<file path="src/rtl/rv_pkg.sv">
// Shared RV encodings for the memory stage: funct3 codes, writeback selects,
// FSM state encodings and access-size helpers.
package rv_pkg;

   localparam logic [2:0] F3_B  = 3'b000;
   localparam logic [2:0] F3_H  = 3'b001;
   localparam logic [2:0] F3_W  = 3'b010;
   localparam logic [2:0] F3_BU = 3'b100;
   localparam logic [2:0] F3_HU = 3'b101;

   localparam logic [1:0] WB_ALU  = 2'b00;
   localparam logic [1:0] WB_LOAD = 2'b01;
   localparam logic [1:0] WB_PC4  = 2'b10;

   localparam logic [0:0] ST_IDLE = 1'b0;
   localparam logic [0:0] ST_WAIT = 1'b1;

   typedef enum logic [1:0] {
      SZ_B = 2'd0,
      SZ_H = 2'd1,
      SZ_W = 2'd2
   } acc_size_t;

   // Unsigned byte/half codes exist only for loads; anything undefined is a word.
   function automatic acc_size_t acc_size(input logic [2:0] f3, input logic is_load);
      if (f3 == F3_B || (is_load && f3 == F3_BU))
         return SZ_B;
      else if (f3 == F3_H || (is_load && f3 == F3_HU))
         return SZ_H;
      else
         return SZ_W;
   endfunction

   function automatic logic is_misaligned(input acc_size_t sz, input logic [1:0] off);
      case (sz)
         SZ_B:    return 1'b0;
         SZ_H:    return off[0];
         default: return off != 2'b00;
      endcase
   endfunction

   function automatic logic [3:0] store_be(input acc_size_t sz, input logic [1:0] off);
      case (sz)
         SZ_B:    return 4'b0001 << off;
         SZ_H:    return 4'b0011 << off;
         default: return 4'b1111;
      endcase
   endfunction

endpackage

</file>
<file path="src/rtl/load_align.sv">
// Extracts the addressed byte/halfword lane from a read word and extends it.
module load_align
   import rv_pkg::*;
#(
   parameter int unsigned XLEN = 32
) (
   input  logic [XLEN-1:0] rdata,
   input  logic [1:0]      addr,
   input  logic [2:0]      funct3,
   output logic [XLEN-1:0] result
);

   logic [7:0]  byte_v;
   logic [15:0] half_v;

   always_comb begin
      byte_v = rdata[7:0];
      case (addr)
         2'd1:    byte_v = rdata[15:8];
         2'd2:    byte_v = rdata[23:16];
         2'd3:    byte_v = rdata[31:24];
         default: byte_v = rdata[7:0];
      endcase
      half_v = addr[1] ? rdata[31:16] : rdata[15:0];

      case (funct3)
         F3_B:    result = {{(XLEN-8){byte_v[7]}}, byte_v};
         F3_BU:   result = {{(XLEN-8){1'b0}}, byte_v};
         F3_H:    result = {{(XLEN-16){half_v[15]}}, half_v};
         F3_HU:   result = {{(XLEN-16){1'b0}}, half_v};
         default: result = rdata;
      endcase
   end

endmodule

</file>
<file path="src/rtl/memory_stage.sv">
// RV pipeline MEM stage: data-memory handshake with a one-entry wait buffer,
// store lane formatting, load alignment and the MEM/WB register.
module memory_stage
   import rv_pkg::*;
#(
   parameter int unsigned XLEN   = 32,
   parameter int unsigned REG_AW = 5
) (
   input  logic              clk,
   input  logic              rst,
   input  logic              ex_valid,
   input  logic [XLEN-1:0]   ex_alu_result,
   input  logic [XLEN-1:0]   ex_rs2_data,
   input  logic [XLEN-1:0]   ex_pc_plus4,
   input  logic [REG_AW-1:0] ex_rd,
   input  logic              ex_reg_write,
   input  logic              ex_mem_read,
   input  logic              ex_mem_write,
   input  logic [2:0]        ex_funct3,
   input  logic [1:0]        ex_wb_sel,
   output logic              mem_stall,
   output logic              dmem_req,
   output logic              dmem_we,
   output logic [XLEN-1:0]   dmem_addr,
   output logic [XLEN-1:0]   dmem_wdata,
   output logic [3:0]        dmem_be,
   input  logic              dmem_ack,
   input  logic [XLEN-1:0]   dmem_rdata,
   output logic              wb_valid,
   output logic [REG_AW-1:0] wb_rd,
   output logic              wb_reg_write,
   output logic [XLEN-1:0]   wb_data,
   output logic              wb_misaligned
);

   logic [0:0]        state_q, state_d;

   acc_size_t         ex_sz;
   logic              mem_op, ex_mis, aligned_op;
   logic [3:0]        ex_be;
   logic [XLEN-1:0]   ex_wdata, ex_addr_w;

   logic [XLEN-1:0]   lat_addr, lat_wdata, lat_alu, lat_pc4;
   logic [3:0]        lat_be;
   logic              lat_we, lat_reg_write;
   logic [REG_AW-1:0] lat_rd;
   logic [2:0]        lat_f3;
   logic [1:0]        lat_off, lat_wb_sel;

   logic [2:0]        cur_f3;
   logic [1:0]        cur_off, cur_wb_sel;
   logic [XLEN-1:0]   cur_alu, cur_pc4, load_data, wb_data_d;

   // Request decode from the EX/MEM entry; a set mem_write wins over mem_read.
   always_comb begin
      mem_op     = ex_valid & (ex_mem_read | ex_mem_write);
      ex_sz      = acc_size(ex_funct3, ~ex_mem_write);
      ex_mis     = mem_op & is_misaligned(ex_sz, ex_alu_result[1:0]);
      aligned_op = mem_op & ~ex_mis;
      ex_addr_w  = {ex_alu_result[XLEN-1:2], 2'b00};
      ex_be      = ex_mem_write ? store_be(ex_sz, ex_alu_result[1:0]) : 4'b1111;
      case (ex_sz)
         SZ_B:    ex_wdata = {(XLEN/8){ex_rs2_data[7:0]}};
         SZ_H:    ex_wdata = {(XLEN/16){ex_rs2_data[15:0]}};
         default: ex_wdata = ex_rs2_data;
      endcase
   end

   always_ff @(posedge clk) begin
      if (rst) state_q <= ST_IDLE;
      else     state_q <= state_d;
   end

   always_comb begin
      state_d    = state_q;
      mem_stall  = 1'b0;
      dmem_req   = 1'b0;
      dmem_we    = ex_mem_write;
      dmem_addr  = ex_addr_w;
      dmem_wdata = ex_wdata;
      dmem_be    = ex_be;
      case (state_q)
         ST_WAIT: begin
            dmem_req   = 1'b1;
            mem_stall  = 1'b1;
            dmem_we    = lat_we;
            dmem_addr  = lat_addr;
            dmem_wdata = lat_wdata;
            dmem_be    = lat_be;
            if (dmem_ack) state_d = ST_IDLE;
         end
         default: begin
            dmem_req  = aligned_op;
            mem_stall = aligned_op & ~dmem_ack;
            if (aligned_op && !dmem_ack) state_d = ST_WAIT;
         end
      endcase
      if (rst) begin
         dmem_req  = 1'b0;
         mem_stall = 1'b0;
      end
   end

   // Wait buffer: captures the whole entry so upstream may change during WAIT.
   always_ff @(posedge clk) begin
      if (rst) begin
         lat_addr      <= '0;
         lat_wdata     <= '0;
         lat_alu       <= '0;
         lat_pc4       <= '0;
         lat_be        <= '0;
         lat_we        <= 1'b0;
         lat_reg_write <= 1'b0;
         lat_rd        <= '0;
         lat_f3        <= '0;
         lat_off       <= '0;
         lat_wb_sel    <= '0;
      end else if (state_q == ST_IDLE && aligned_op && !dmem_ack) begin
         lat_addr      <= ex_addr_w;
         lat_wdata     <= ex_wdata;
         lat_alu       <= ex_alu_result;
         lat_pc4       <= ex_pc_plus4;
         lat_be        <= ex_be;
         lat_we        <= ex_mem_write;
         lat_reg_write <= ex_reg_write & (ex_rd != '0);
         lat_rd        <= ex_rd;
         lat_f3        <= ex_funct3;
         lat_off       <= ex_alu_result[1:0];
         lat_wb_sel    <= ex_wb_sel;
      end
   end

   always_comb begin
      cur_f3     = ex_funct3;
      cur_off    = ex_alu_result[1:0];
      cur_wb_sel = ex_wb_sel;
      cur_alu    = ex_alu_result;
      cur_pc4    = ex_pc_plus4;
      if (state_q == ST_WAIT) begin
         cur_f3     = lat_f3;
         cur_off    = lat_off;
         cur_wb_sel = lat_wb_sel;
         cur_alu    = lat_alu;
         cur_pc4    = lat_pc4;
      end
   end

   load_align #(.XLEN(XLEN)) u_load_align (
      .rdata  (dmem_rdata),
      .addr   (cur_off),
      .funct3 (cur_f3),
      .result (load_data)
   );

   always_comb begin
      case (cur_wb_sel)
         WB_LOAD: wb_data_d = load_data;
         WB_PC4:  wb_data_d = cur_pc4;
         default: wb_data_d = cur_alu;
      endcase
   end

   // MEM/WB register: completed wait entry, bubble while stalled, else the EX entry.
   always_ff @(posedge clk) begin
      if (rst) begin
         wb_valid      <= 1'b0;
         wb_rd         <= '0;
         wb_reg_write  <= 1'b0;
         wb_data       <= '0;
         wb_misaligned <= 1'b0;
      end else if (state_q == ST_WAIT && dmem_ack) begin
         wb_valid      <= 1'b1;
         wb_rd         <= lat_rd;
         wb_reg_write  <= lat_reg_write;
         wb_data       <= wb_data_d;
         wb_misaligned <= 1'b0;
      end else if (mem_stall) begin
         wb_valid      <= 1'b0;
         wb_reg_write  <= 1'b0;
         wb_misaligned <= 1'b0;
      end else begin
         wb_valid      <= ex_valid;
         wb_rd         <= ex_rd;
         wb_reg_write  <= ex_reg_write & ex_valid & ~ex_mis & (ex_rd != '0);
         wb_data       <= wb_data_d;
         wb_misaligned <= ex_mis;
      end
   end

endmodule
</file>
<file path="config.mk">
export PLATFORM = sky130hd
export DESIGN_NAME = memory_stage
export DESIGN_NICKNAME = d
export VERILOG_FILES = /design/src/rtl/rv_pkg.sv /design/src/rtl/load_align.sv /design/src/rtl/memory_stage.sv
export SDC_FILE = /design/constraint.sdc
export NUM_CORES = 1
export LEC_CHECK = 0
export BUFFER_PORTS_ARGS = -buffer_cell sky130_fd_sc_hd__buf_2
export CORE_MARGIN = 5
export CORE_UTILIZATION = 52
export DETAILED_ROUTE_END_ITERATION = 10
export PLACE_DENSITY_LB_ADDON = 0.05
export SETUP_SLACK_MARGIN = 0.15
export SYNTH_ARGS = -nofsm -noshare
export SYNTH_HDL_FRONTEND = slang
export SYNTH_SLANG_ARGS = --single-unit
</file>
<file path="constraint.sdc">
create_clock -name clk -period 3.85 [get_ports clk]
set_input_delay 0.385 -clock clk [delete_from_list [all_inputs] [get_ports clk]]
set_output_delay 0.385 -clock clk [all_outputs]
set_load 0.005 [all_outputs]
</file>
# After elaboration in Yosys (flattened, before gate mapping)
# Index checks and enable logic that the tools add are counted.
# W data, S select, Z words.
# op_classes
n_eq_ne,13
n_mux,34
reduce_logical,15
bitwise,13
n_shift,2
# op_table
cell,n
$mux W32,6
$pmux W32 S2,2
$pmux W32 S4,1
$pmux W8 S3,1
$mux W16,1
$eq A3 B3 Y1 const B,4
$mux W1,12
$mux W5,2
$and A1 B1 Y1,8
$mux W2,4
$mux W4,2
$pmux W4 S2,1
$eq A2 B1 Y1 const B,3
$eq A2 B2 Y1 const B,3
$eq A3 B1 Y1 const B,2
$logic_and A1 B1 Y1,6
$logic_not A3 Y1,2
$reduce_bool A5 Y1,1
$not A1 Y1,4
$shl A1 B2 Y4 const A,1
$shl A2 B2 Y4 const A,1
$mux W3,1
$reduce_or A3 Y1,1
$logic_not A2 Y1,1
6 further kinds,7
# totals
elab_cells,94
ff_bits,185
output_inout_bits,111

# Longest topological paths before layout
# logic_depth
word_depth,15
ltp_mapped,14
depth_no_buf,8

# Cells and area by module
# Synthesis repeated with hierarchy kept, for this count alone.
# hier_totals
hier_cells,1105
area_unflattened_um2,9210.1
# modules_own_cells
mod,cells_per_inst,instances,area_per_inst_um2,seq_area_each_um2
memory_stage,994,1,8541.9,3062.9
load_align,111,1,668.1,0.0

# Least setup slack after synthesis
# No wires, ideal clock.
# synth_path
kind,register to register
start,reg state_q
end,reg wb_data[24]
path_slack_ns,1.148
required_ns,3.771
period_less_slack_ns,2.702
stages_incl_launch_ff,15
t_arrival_ns,2.624
cell_sequence,dfxtp_1 > buf_6 > buf_6 > buf_2 > buf_2 > buf_2 > mux2i_1 > inv_1 > ha_1 > nor2_1 > and4_1 > clkbuf_1 > buf_2 > nand2_1 > o221ai_2
# synth_between
elab_chain_len,7
# synth_lines
element,line_no,text
start: declaration,memory_stage.sv:36,"logic [0:0] state_q, state_d;"
start signal: assignment,memory_stage.sv:71,else state_q <= state_d;
$mux W2,memory_stage.sv:139,if (state_q == ST_WAIT) begin
$eq A2 B2 Y1 or $eq A2 B1 Y1 (tied branches),load_align.sv:18,case (addr)
$pmux W8 S3,load_align.sv:18,
$pmux W32 S4,load_align.sv:26,case (funct3)
$pmux W32 S2,memory_stage.sv:156,case (cur_wb_sel)
$mux W32,memory_stage.sv:177,end else if (mem_stall) begin
$mux W32,memory_stage.sv:171,end else if (state_q == ST_WAIT && dmem_ack) begin
end signal: assignment,memory_stage.sv:175,wb_data <= wb_data_d;
end signal: assignment,memory_stage.sv:185,wb_data <= wb_data_d;
end: declaration,memory_stage.sv:32,"output logic [XLEN-1:0] wb_data,"
# Several ways; a longest one is shown, not always the timed one. The select of a mux whose other input is x is not followed.
# A chain may end at the register's enable or synchronous reset.

# Worst setup path after layout
# layout_path
start,reg state_q
end,reg wb_data[8]
# Same word-level chain as after synthesis.

==> run summary <==
Outcome = completed
Max-capacitance violation count = 0
Max VDD drop = 0.0003080 V
Fin Hold WS = 200.9 ps
Clk buf depth = 2
Post-synth EDFFs = 0
CTS root buf = clkbuf_16
Die area = 0.01867 mm²
Max FO, Critical Path = 44
Main flop type after synthesis = dfxtp_1
Count leader, synth = nand2_1
Antenna violations before repair = 3
RSZ-0062 raised after global routing = false
Die X = 136.6 µm
Synth Cell Area = 0.008337 mm²
Fin crit period = 2894 ps
Htree depth = 4
CTS tree = done
Synth top cells by count = nand2_1 (290), dfxtp_1 (153), a21oi_1 (116), mux2_2 (105), o21ai_0 (53)
Post-synthesis sequential area ratio = 0.3674
Total power = 4249 µW
Hold_buf cts = 0
Synth Register Bits = 153
Critical Path Source = state_q
Fmax = 0.3455 GHz
GRT Overall Usage = 0.2737
Synth cell types = 52
HPWL Detailed = 18390 µm
Synth top area cells = dfxtp_1 (37%), mux2_2 (14%), nand2_1 (13%)
Final hold vios = 0
Total grt overflow = 0
Share of the synthesized area in the top cell type = 0.3674
Drt first pass iters = 5
Worst-margin pin slew = 1011 ps
Crit end category = flip-flop
Final period util = 0.7518
Worst EP arrival = 3220 ps
Startpoint types = flip-flop
Final WS setup = 955.7 ps
Layout cells sized above 1 = 0.3421
Synth Area in Compound Gates = 0.2053
Design area = 0.01028 mm²
Slew margin rel. = 0.3211
CP required = 4170 ps
PostCTS Resize Cnt = 0
Final setup viols = 0
Clk_lat worst skew = 430 ps
Layout net count = 1390
Clock Pin Slew Worst Setup and Hold Paths = 60 ps
Residual DRC = 0
Pin count of the biggest net entering global routing = 86
Critical path class = reg -> reg
Asr flop ratio synth = 0
Buffers on Ports = 253
Row count = 46
YS warnings = 0
Simple-Gate Fraction of Synth Area = 0.1885
Layout area overhead = 23.26%
Via density = 5.536
Largest family of logic cells by synthesized area = compound AO/OA/AOI/OAI gates
Gate Count Post-Synth = 1041
Vias in the first global route = 7730
Pleak = 0.004163 µW
Clock sinks = 153
Die Span Y = 136.6 µm
Hold WC Path Type = in -> reg
GPL Wtd Cong = 0.8699
Synth Area in XOR/XNOR = 0
Fillers = 1418
Setup bufs post-CTS = 0
Io pins = 256
Setup WS pre-CTS = 1019 ps
Post-DP Area = 0.009646 mm²
Detailed Route Iter0 Violations = 583
Num CTS Buffers = 17
Detailed-route via count = 8143
Pwr dens = 413.5 mW/mm²
Effective utilization at floorplan = 0.5267
Adder-cell share of the synthesized area = 0.003002
Global-route wire length before repair = 40610 µm
Avg WL per Cell = 17.61 µm
Slew Viols, Final = 0
Proportion of synthesized area in mux cells = 0.1808
Reg-to-reg startpoint = state_q
Final ANT Viol Nets = 0
Layout Skew = 8.799 ps
Area leader, netlist = dfxtp_1
Core Footprint = 0.01583 mm²
Final wirelength = 25910 µm
Worst hold path startpoint = ex_alu_result[10]
TNS Setup = 0 ps
Syn_area_per_cell = 8.008 µm²
## per-stage QoR
stage / std cells / utilization
after floorplan: 1042 / -
after global placement: 1440 / 0.6094
after detailed placement: 1440 / 0.6094
after CTS: 1470 / 0.6491
after global routing: 1471 / 0.6492
final: 1471 / 0.6492
## cell families after synthesis
family	after synthesis
adder cells (fa/ha/maj)	2
other	1
buffers and inverters	100
AND/OR/NAND/NOR	388
multiplexers	135
AO/OA/AOI/OAI	262
flip-flops	153
## cell usage in the layout, fill, tap and decap left out, types with 3 or more instances in the layout
master     Yosys  routed
o211ai_1       9       9
mux2_2       105     105
a211oi_1       3       3
nor2_1        49      48
bufinv_16      0       4
inv_1         12      12
o41ai_1        5       5
o2111ai_1      7       7
a311oi_1       7       7
o31a_1        15      15
a21oi_1      116     114
a31oi_1        8       8
mux2i_1       28      27
nor3_1        16      16
nand2_1      290     290
o221ai_1       5       5
dfxtp_1      153     152
nand2b_1      17      16
clkbuf_1      40       3
o21bai_1       5       5
o31ai_1        7       7
clkbuf_16      0      18
o21ai_0       53      53
buf_4          3      17
o221ai_2      10      10
buf_2         36     252
## final cells by class
| class | count | area (µm²) | share of cell area |
|---|---|---|---|
| Multi-Input combinational cell | 789 | 4855 | 0.4724 |
| Sequential cell | 153 | 3067 | 0.2984 |
| Timing Repair Buffer | 270 | 1409 | 0.1371 |
| Clock buffer | 23 | 489.2 | 0.04761 |
| Tap cell | 216 | 270.3 | 0.02630 |
| Clock inverter | 7 | 138.9 | 0.01352 |
| Inverter | 12 | 45.04 | 0.004383 |
| Antenna cell | 1 | 2.502 | 0.0002435 |
## worst max-delay path, stage by stage, from the launching register on
cell and delay (ps):
dfxtp_4 750, mux2i_1 310, inv_1 70, ha_1 320, inv_1 570, o211ai_2 390, o211ai_1 300, nand2_1 70
## routing by layer
| layer | wire length (µm) | vias to the layer above | global-route usage |
|---|---|---|---|
| met5 | 23 | - | 0 |
| met3 | 1987 | 54 | 0.05772 |
| met1 | 11380 | 3736 | 0.3676 |
| li1 | - | 4036 | - |
| met2 | 11860 | 313 | 0.4343 |
| met4 | 659 | 4 | 0.1002 |
## worst paths after layout
kind,end,slack [ps],cells after the start
setup / recovery,wb_data[8],960,7
hold / removal,lat_alu[10],200,3
setup reg to reg,wb_data[8],960,7
hold reg to reg,wb_data[15],430,2
## state kept, by name (all words and copies together), names as in the netlist
register	count
state_q	1
wb_valid	1
wb_data	32
wb_misaligned	1
wb_reg_write	1
lat_wdata	32
lat_we	1
lat_alu	32
lat_be	4
wb_rd	5
lat_pc4	32
lat_rd	5
lat_f3	3
lat_reg_write	1
lat_wb_sel	2
## power by group
| part | total, µW | switching (µW) | internal, µW |
|---|---|---|---|
| Clock | 1810 | 657 | 1150 |
| Combinational | 732 | 403 | 329 |
| Sequential | 1710 | 45.5 | 1660 |
| Total | 4250 | 1110 | 3140 |
Power figures use the tool's default switching activity.
